$ cat config.mk
export PLATFORM = sky130hd
export DESIGN_NAME = rocstar_coinc_timestamp
export DESIGN_NICKNAME = d
export VERILOG_FILES = /design/src/rtl/rocstar_ts_pkg.sv /design/src/rtl/ts_fifo.sv /design/src/rtl/rocstar_coinc_timestamp.sv
export SDC_FILE = /design/constraint.sdc
export NUM_CORES = 1
export LEC_CHECK = 0
export ABC_AREA = 1
export CORE_UTILIZATION = 55
export DETAILED_ROUTE_END_ITERATION = 8
export GPL_ROUTABILITY_DRIVEN = 0
export PLACE_DENSITY = 0.79
export SLEW_MARGIN = 20
export SYNTH_ARGS = -nofsm -noshare
export SYNTH_HDL_FRONTEND = slang
export SYNTH_HIERARCHICAL = 1
export SYNTH_SLANG_ARGS = --single-unit
$ cat constraint.sdc
create_clock -name clk -period 10.8 [get_ports clk]
set_input_delay 1.62 -clock clk [delete_from_list [all_inputs] [get_ports clk]]
set_output_delay 1.62 -clock clk [all_outputs]
set_load 0.005 [all_outputs]
$ cat src/rtl/rocstar_ts_pkg.sv
// Shared tags and constants for the rocstar coincidence timestamp block.
package rocstar_ts_pkg;

    typedef logic [1:0] tag_t;

    localparam tag_t TAG_SYNC = 2'b00;
    localparam tag_t TAG_P    = 2'b01;
    localparam tag_t TAG_D    = 2'b10;
    localparam tag_t TAG_N    = 2'b11;

    localparam logic [15:0] SAT16 = 16'hFFFF;

    // Saturating add of a small increment (0..3) to a 16-bit counter.
    function automatic logic [15:0] sat_add16(input logic [15:0] v, input logic [1:0] inc);
        logic [16:0] s;
        s = {1'b0, v} + {15'd0, inc};
        return s[16] ? SAT16 : s[15:0];
    endfunction

endpackage

$ cat src/rtl/ts_fifo.sv
// Synchronous FIFO with registered read port; clear flushes contents synchronously.
module ts_fifo #(
    parameter int unsigned DEPTH = 16,
    parameter int unsigned WIDTH = 50
) (
    input  logic                       clk,
    input  logic                       rst_n,
    input  logic                       push,
    input  logic                       pop,
    input  logic                       clear,
    input  logic [WIDTH-1:0]           wdata,
    output logic [WIDTH-1:0]           rdata,
    output logic                       rvalid,
    output logic [$clog2(DEPTH):0]     count,
    output logic                       full,
    output logic                       empty
);
    localparam int unsigned AW = $clog2(DEPTH);

    logic [WIDTH-1:0] mem [DEPTH];
    logic [AW-1:0]    wr_ptr_q, rd_ptr_q;
    logic [AW:0]      count_q;
    logic [WIDTH-1:0] rdata_q;
    logic             rvalid_q;
    logic             pop_ok, push_ok;

    assign full    = (count_q == (AW+1)'(DEPTH));
    assign empty   = (count_q == '0);
    assign pop_ok  = pop & ~empty & ~clear;
    // A pop in the same cycle frees the slot, so a push while full still lands.
    assign push_ok = push & (~full | pop_ok) & ~clear;

    always_ff @(posedge clk) begin
        if (push_ok) mem[wr_ptr_q] <= wdata;
    end

    always_ff @(posedge clk or negedge rst_n) begin
        if (!rst_n) begin
            wr_ptr_q <= '0;
            rd_ptr_q <= '0;
            count_q  <= '0;
            rdata_q  <= '0;
            rvalid_q <= 1'b0;
        end else begin
            rvalid_q <= pop_ok;
            if (clear) begin
                wr_ptr_q <= '0;
                rd_ptr_q <= '0;
                count_q  <= '0;
            end else begin
                if (push_ok) wr_ptr_q <= wr_ptr_q + AW'(1);
                if (pop_ok) begin
                    rd_ptr_q <= rd_ptr_q + AW'(1);
                    rdata_q  <= mem[rd_ptr_q];
                end
                if (push_ok && !pop_ok)      count_q <= count_q + (AW+1)'(1);
                else if (pop_ok && !push_ok) count_q <= count_q - (AW+1)'(1);
            end
        end
    end

    assign rdata  = rdata_q;
    assign rvalid = rvalid_q;
    assign count  = count_q;

endmodule

$ cat src/rtl/rocstar_coinc_timestamp.sv
// Clock counter, save register and coincidence timestamp FIFO.
// Optional ROCSTAR_TS_SYNCSTAMP_EN: each sync_clk also pushes a tag-00 entry.
module rocstar_coinc_timestamp
    import rocstar_ts_pkg::*;
#(
    parameter int unsigned CNT_W = 48,
    parameter int unsigned DEPTH = 16
) (
    input  logic                    clk,
    input  logic                    rst_n,
    input  logic                    runmode,
    input  logic                    sync_clk,
    input  logic                    save_clk,
    input  logic                    pcoinc,
    input  logic                    dcoinc,
    input  logic                    ncoinc,
    input  logic                    clear,
    input  logic                    rd_en,
    output logic [CNT_W-1:0]        clkcnt,
    output logic [CNT_W-1:0]        clksav,
    output logic                    rd_valid,
    output logic [CNT_W+1:0]        rd_data,
    output logic [$clog2(DEPTH):0]  fifo_count,
    output logic [15:0]             overflow_cnt,
    output logic [15:0]             multi_cnt
);
    localparam int unsigned DW = CNT_W + 2;

    logic [CNT_W-1:0] clkcnt_q, clksav_q;
    logic [15:0]      ovf_q, multi_q;
    tag_t             tag;
    logic             coinc_push, multi_hit, push, push_drop, sync_drop;
    logic             fifo_full, fifo_empty;
    logic [DW-1:0]    push_data;
    logic [1:0]       ovf_inc;

    always_comb begin
        tag = TAG_N;
        if (pcoinc)      tag = TAG_P;
        else if (dcoinc) tag = TAG_D;
    end

    assign coinc_push = runmode & (pcoinc | dcoinc | ncoinc);
    assign multi_hit  = runmode & ((pcoinc & dcoinc) | (pcoinc & ncoinc) | (dcoinc & ncoinc));

`ifdef ROCSTAR_TS_SYNCSTAMP_EN
    // The sync stamp wins the single push slot; a coincident flag is lost and counted.
    assign push      = sync_clk | coinc_push;
    assign push_data = sync_clk ? {TAG_SYNC, clkcnt_q} : {tag, clkcnt_q};
    assign sync_drop = sync_clk & coinc_push;
`else
    assign push      = coinc_push;
    assign push_data = {tag, clkcnt_q};
    assign sync_drop = 1'b0;
`endif

    assign push_drop = push & fifo_full & ~(rd_en & ~fifo_empty) & ~clear;
    assign ovf_inc   = {1'b0, push_drop} + {1'b0, sync_drop};

    ts_fifo #(
        .DEPTH (DEPTH),
        .WIDTH (DW)
    ) u_fifo (
        .clk    (clk),
        .rst_n  (rst_n),
        .push   (push),
        .pop    (rd_en),
        .clear  (clear),
        .wdata  (push_data),
        .rdata  (rd_data),
        .rvalid (rd_valid),
        .count  (fifo_count),
        .full   (fifo_full),
        .empty  (fifo_empty)
    );

    always_ff @(posedge clk or negedge rst_n) begin
        if (!rst_n) begin
            clkcnt_q <= '0;
            clksav_q <= '0;
            ovf_q    <= '0;
            multi_q  <= '0;
        end else begin
            clkcnt_q <= sync_clk ? '0 : clkcnt_q + CNT_W'(1);
            if (save_clk) clksav_q <= clkcnt_q;
            if (clear) begin
                ovf_q   <= '0;
                multi_q <= '0;
            end else begin
                ovf_q   <= sat_add16(ovf_q, ovf_inc);
                multi_q <= sat_add16(multi_q, {1'b0, multi_hit});
            end
        end
    end

    assign clkcnt       = clkcnt_q;
    assign clksav       = clksav_q;
    assign overflow_cnt = ovf_q;
    assign multi_cnt    = multi_q;

endmodule

# --- After elaboration in Yosys (flattened, before gate mapping) ---
# Memories as Yosys holds them, arrays and structs flattened. A register that Yosys moved wholly into a read port is not among the register bits.
# Cells that the tools add are included.
totals:
  out_inout_bits: 184
  input_bits: 10
  reg_bits: 142
  word_cells: 64
  memories: 1
  mem_bits_rw: 800
memory_table:
  columns: ["memory", "words", "word_bits", "read_ports", "rd_clocked_by_memory_dff", "write_ports", "line_no", "rtl"]
  rows:
  - ["u_fifo.mem", 16, 50, 1, 1, 1, "ts_fifo.sv:20", "logic [WIDTH-1:0] mem [DEPTH];"]
classes:
  muxes: 16
  reduce_logical: 10
  n_bitwise: 21
  add_sub_neg: 7
  n_eq_ne: 1
ops:
  columns: ["cell", "count"]
  rows:
  - ["2-to-1 mux 16 bit", 4]
  - ["adder 48 x 1 -> 48 bit (second input constant)", 1]
  - ["2-to-1 mux 48 bit", 1]
  - ["adder 16 x 1 -> 17 bit", 2]
  - ["2-to-1 mux 4 bit", 4]
  - ["2-to-1 mux 5 bit", 3]
  - ["bitwise AND 1 bit", 12]
  - ["adder 4 x 1 -> 4 bit (second input constant)", 2]
  - ["adder 5 x 1 -> 5 bit (second input constant)", 1]
  - ["equality test 5 bit (second input constant)", 1]
  - ["zero test 5 bit", 1]
  - ["OR 1 bit", 5]
  - ["subtractor 5 x 1 -> 5 bit (second input constant)", 1]
  - ["NOT 1 bit", 4]
  - ["nonzero test 2 bit", 2]
  - ["zero test 1 bit", 3]
  - ["2-to-1 mux 1 bit", 3]
  - ["nonzero test 3 bit", 1]
  - ["logical AND 1 bit", 2]
  - ["2-to-1 mux 2 bit", 1]
  - ["AND reduction 2 bit", 1]

# --- Longest topological paths before layout ---
logic_depth:
  depth_word: 12
  depth_mapped: 15

# --- Cells and area by module ---
# Netlist, hierarchy kept.
by_module_without_submodules:
  columns: ["mod", "seq_area_each_um2", "cells_per_inst", "area_per_inst_um2", "n_inst"]
  rows:
  - ["ts_fifo", 25624.6, 2759, 34204.1, 1]
  - ["rocstar_coinc_timestamp", 3203.1, 805, 6465.0, 1]

# --- Worst setup path before layout ---
# No wires, ideal clock.
synth_timing:
  kind: "in2reg"
  start: "input port clear"
  end: "memory u_fifo.mem[0][0] (enable)"
  slack_ns: 5.846
  stages: 7
  t_arrival_ns: 4.496
  setup_time_ns: 0.458
  cell_sequence: "inv_2 -> nand3_1 -> nand2_1 -> nand2_1 -> inv_1 -> nand2_1 -> nor2_1"
synth_between:
  elab_chain_len: 7
synth_lines:
  columns: ["item", "line_no", "rtl"]
  rows:
  - ["start, declared", "rocstar_coinc_timestamp.sv:17", "input logic clear,"]
  - ["NOT 1 bit (no line) *", null, null]
  - ["bitwise AND 1 bit", "ts_fifo.sv:29", "assign pop_ok = pop & ~empty & ~clear;"]
  - ["OR 1 bit", "ts_fifo.sv:31", "assign push_ok = push & (~full | pop_ok) & ~clear;"]
  - ["bitwise AND 1 bit", "ts_fifo.sv:31", null]
  - ["bitwise AND 1 bit *", "ts_fifo.sv:31", null]
  - ["2-to-1 mux 1 bit *", "ts_fifo.sv:34", "if (push_ok) mem[wr_ptr_q] <= wdata;"]
  - ["2-to-1 mux 1 bit (implied by the code) *", "ts_fifo.sv:34", null]
  - ["end, declared", "ts_fifo.sv:20", null]
# Every way passes the cells marked *; elsewhere a longest branch is shown, timed or not.

# --- Worst setup path in the final report ---
layout_timing:
  start: "input port clear"
  end: "memory u_fifo.mem[10][0] (enable)"
# Same word-level chain as after synthesis.

==> results.yml <==
final_layout:
  finalNetCount: 3766
  multi_input_area_um2: 10500
  drive_gt1_share_pct: 7.85
  nFillCells: 5175
  ff_latch_area_um2: 28800
  area_growth_pct: 14.9
  diodes: 0
routing:
  drt_first_pass_iters: 9
  vias_per_cell: 5.82
  final_antenna_net_count: 0
  drtIter0Drc: 3317
  vias: 27800
  drc: 10
  wl_um: 101000
  wl_per_cell_um: 21.0
floorplan:
  core_area_um2: 73100
  initial_core_util_pct: 55.6
  die_area_um2: 75000
  die_width_um: 274
  io_pins: 194
  row_count: 99
  die_h_um: 274
job:
  cap_viol_max_count: 0
global_routing:
  antenna_found_initial: 0
  first_global_vias: 27300
  grt_max_degree: 232
  gr-total-overflow: 0
  globalRouteTotalUtil_pct: 26.9
  grt_pass1_wl_um: 154000
synth:
  synth_fa_ha_area_share_pct: 0.480
  synth_top_area_share_pct: 59.1
  yosys_register_bits: 992
  synth_cell_type_count: 40
  synth-xor-area-share_pct: 0.431
  yosysTopAreaCell: "edfxtp_1"
  yosys-mux-area-fraction_pct: 0.748
  synth_ff_type: "edfxtp_1"
  yosys-top-cells-area: "edfxtp_1, dfrtp_1, nand2_1"
  synth_edf_count: 800
  ys_seq_area_share_pct: 70.9
  synth.most_common_cell: "nand2_1"
  async_reset_ff_share_pct: 19.4
  syn_area_um2: 40700
  synth_top_family_by_area: "simple AND/OR/NAND/NOR gates"
  synth-simple-area-share_pct: 14.5
  synth_cells: 3564
  syn_nets: 3589
  synth_compound_area_share_pct: 9.36
  syn_area_per_cell_um2: 11.4
  yosysWarningCount: 6
  synth_common_cells: "nand2_1, edfxtp_1, nor2_1, o21ai_0, a21oi_1"
worst_setup_path:
  setup.worst_path.end_class: "register"
  rrSetupSlack_ns: 6.51
  r2r-end: "u_fifo/rdata[19]"
  worstPathRequired_ns: 11.09
  max_stage_delay_ns: 0.72
  path_max_fanout: 52
  cp_slowest_cell: "nor2_4"
  reg2regPathDepth: 10
  crit_arrival_ns: 5.07
  cp-start-kind: "input port"
  cp_cell_sequence: "clkdlybuf4s50_1, buf_4, inv_2, nand3_2, buf_4, nand2_1, nand2_1, inv_1, nand2_1, nor2_4, buf_4"
  r2r-start: "u_fifo/rd_ptr_q[0]"
  path_class: "in2reg"
power_and_ir_drop:
  p_leak_uw: 0.0179
  peakVddDrop_uv: 242
  power_density_nw_per_um2: 206
  p_total_uw: 9640
placed_design:
  portBuffers: 193
  hpwl_um: 55400
sta:
  finalCriticalPeriod_ns: 4.78
  setup_viol: 0
  finalMaxSlewViolations: 0
  finalSetupTns_ns: 0
  rsz0062_at_grt: "no"
  post-route-period-util_pct: 44.3
  hold_viol: 0
  max_slew_margin_pct: 25.3
  worstMarginPinSlew_ns: 1.12
  fin_worst_skew_ns: 0.0386
  max_freq_mhz: 209
min_path:
  hold_start: "u_fifo/rdata[29]"
  holdPathStages: 2
  min_to: "u_fifo/rdata[29]"
  hold_path.class: "reg2reg"
clocking:
  cts_tree: "built"
  root_buffer: "clkbuf_16"
  numClockSinks: 992
  post_cts_buffers: 0
  cts_hold_buf: 0
  h-tree-depth: 3
  cts_resized: 0
  cts_buffer_depth: 3
  clk_pin_slew_ns: 0.06
  clkLatencyLatePin_ns: 0.66
  cts_made_buffers: 97
status:
  violations: "design-rule violations"
  status: "finished with violations"
-- registers in the layout (all words and copies together), names as in the netlist, 5 cells and up --
| register | cells |
|---|---|
| clkcnt | 48 |
| u_fifo/count | 5 |
| u_fifo/rdata | 50 |
| u_fifo/mem | 800 |
| overflow_cnt | 16 |
| clksav | 48 |
| multi_cnt | 16 |
-- worst max-delay path by stage --
stage	startpoint	end	slack, ns	cells past startpoint
6_report	clear	u_fifo/mem[10][0]	6.02	11
5_1_grt	clear	u_fifo/mem[10][0]	5.83	11
4_1_cts	clear	u_fifo/mem[10][0]	6.10	11
3_5_place_dp	clear	u_fifo/mem[10][5]	5.45	11
3_3_place_gp	clear	u_fifo/mem[10][46]	5.50	11
2_1_floorplan	clear	u_fifo/mem[0][0]	5.85	7
-- area by class of cell --
class / instances / share of cell area (%)
Clock buffer: 140 / 5.82
Clock inverter: 40 / 0.996
Inverter: 145 / 1.20
Multi-Input combinational cell: 2246 / 22.5
Sequential cell: 992 / 61.7
Tap cell: 959 / 2.57
Timing Repair Buffer: 259 / 5.22
-- placed cells by master, fill, tap and decap left out, types with 98 or more instances in the layout --
master | netlist | layout
o21ai_0 | 317 | 317
clkbuf_16 | 0 | 98
nand2_1 | 832 | 830
a21oi_1 | 226 | 226
edfxtp_1 | 800 | 800
inv_1 | 141 | 139
dfrtp_1 | 192 | 189
clkdlybuf4s50_1 | 0 | 191
o22ai_1 | 100 | 100
nor2_1 | 474 | 458
nand3_1 | 108 | 107
-- power by group --
group | switching [uW] | internal [uW]
Clock | 1400 | 1970
Sequential | 167 | 4250
Combinational | 1220 | 630
Total | 2790 | 6850
-- through the flow --
stage | hold WS (ns) | util [%] | setup slack [ns] | instance area (um^2) | cells
finish | 0.497 | 64.0 | 6.02 | 46700 | 4781
global route | 0.523 | 64.0 | 5.83 | 46700 | 4781
CTS | 0.498 | 64.0 | 6.10 | 46700 | 4781
detailed placement | 0.476 | 59.6 | 5.45 | 43600 | 4601
global placement | 0.468 | 59.6 | 5.50 | 43600 | 4601
floorplan | 0.473 | - | 5.85 | 40700 | 3564
-- critical path, delay by kind of cell --
kind | cells | cell delay (ns)
buffers and inverters | 6 | 2.01
AND/OR/NAND/NOR | 5 | 1.37
-- metal layers --
metal  vias up  GRT usage [%]  wire length [um]
li1      12700              -                 -
met1     13500           35.7             39700
met2      1388           44.1             48400
met3       211           4.75              8830
met4         0           11.0              3540
met5         -              0                 0
-- logic make-up after synthesis --
logic type / Yosys count
AO/OA/AOI/OAI: 708
XOR/XNOR: 20
adder cells (fa/ha/maj): 15
buffers and inverters: 326
flip-flops: 992
multiplexers: 27
AND/OR/NAND/NOR: 1476
No activity file was read; power rests on OpenSTA's default activity.
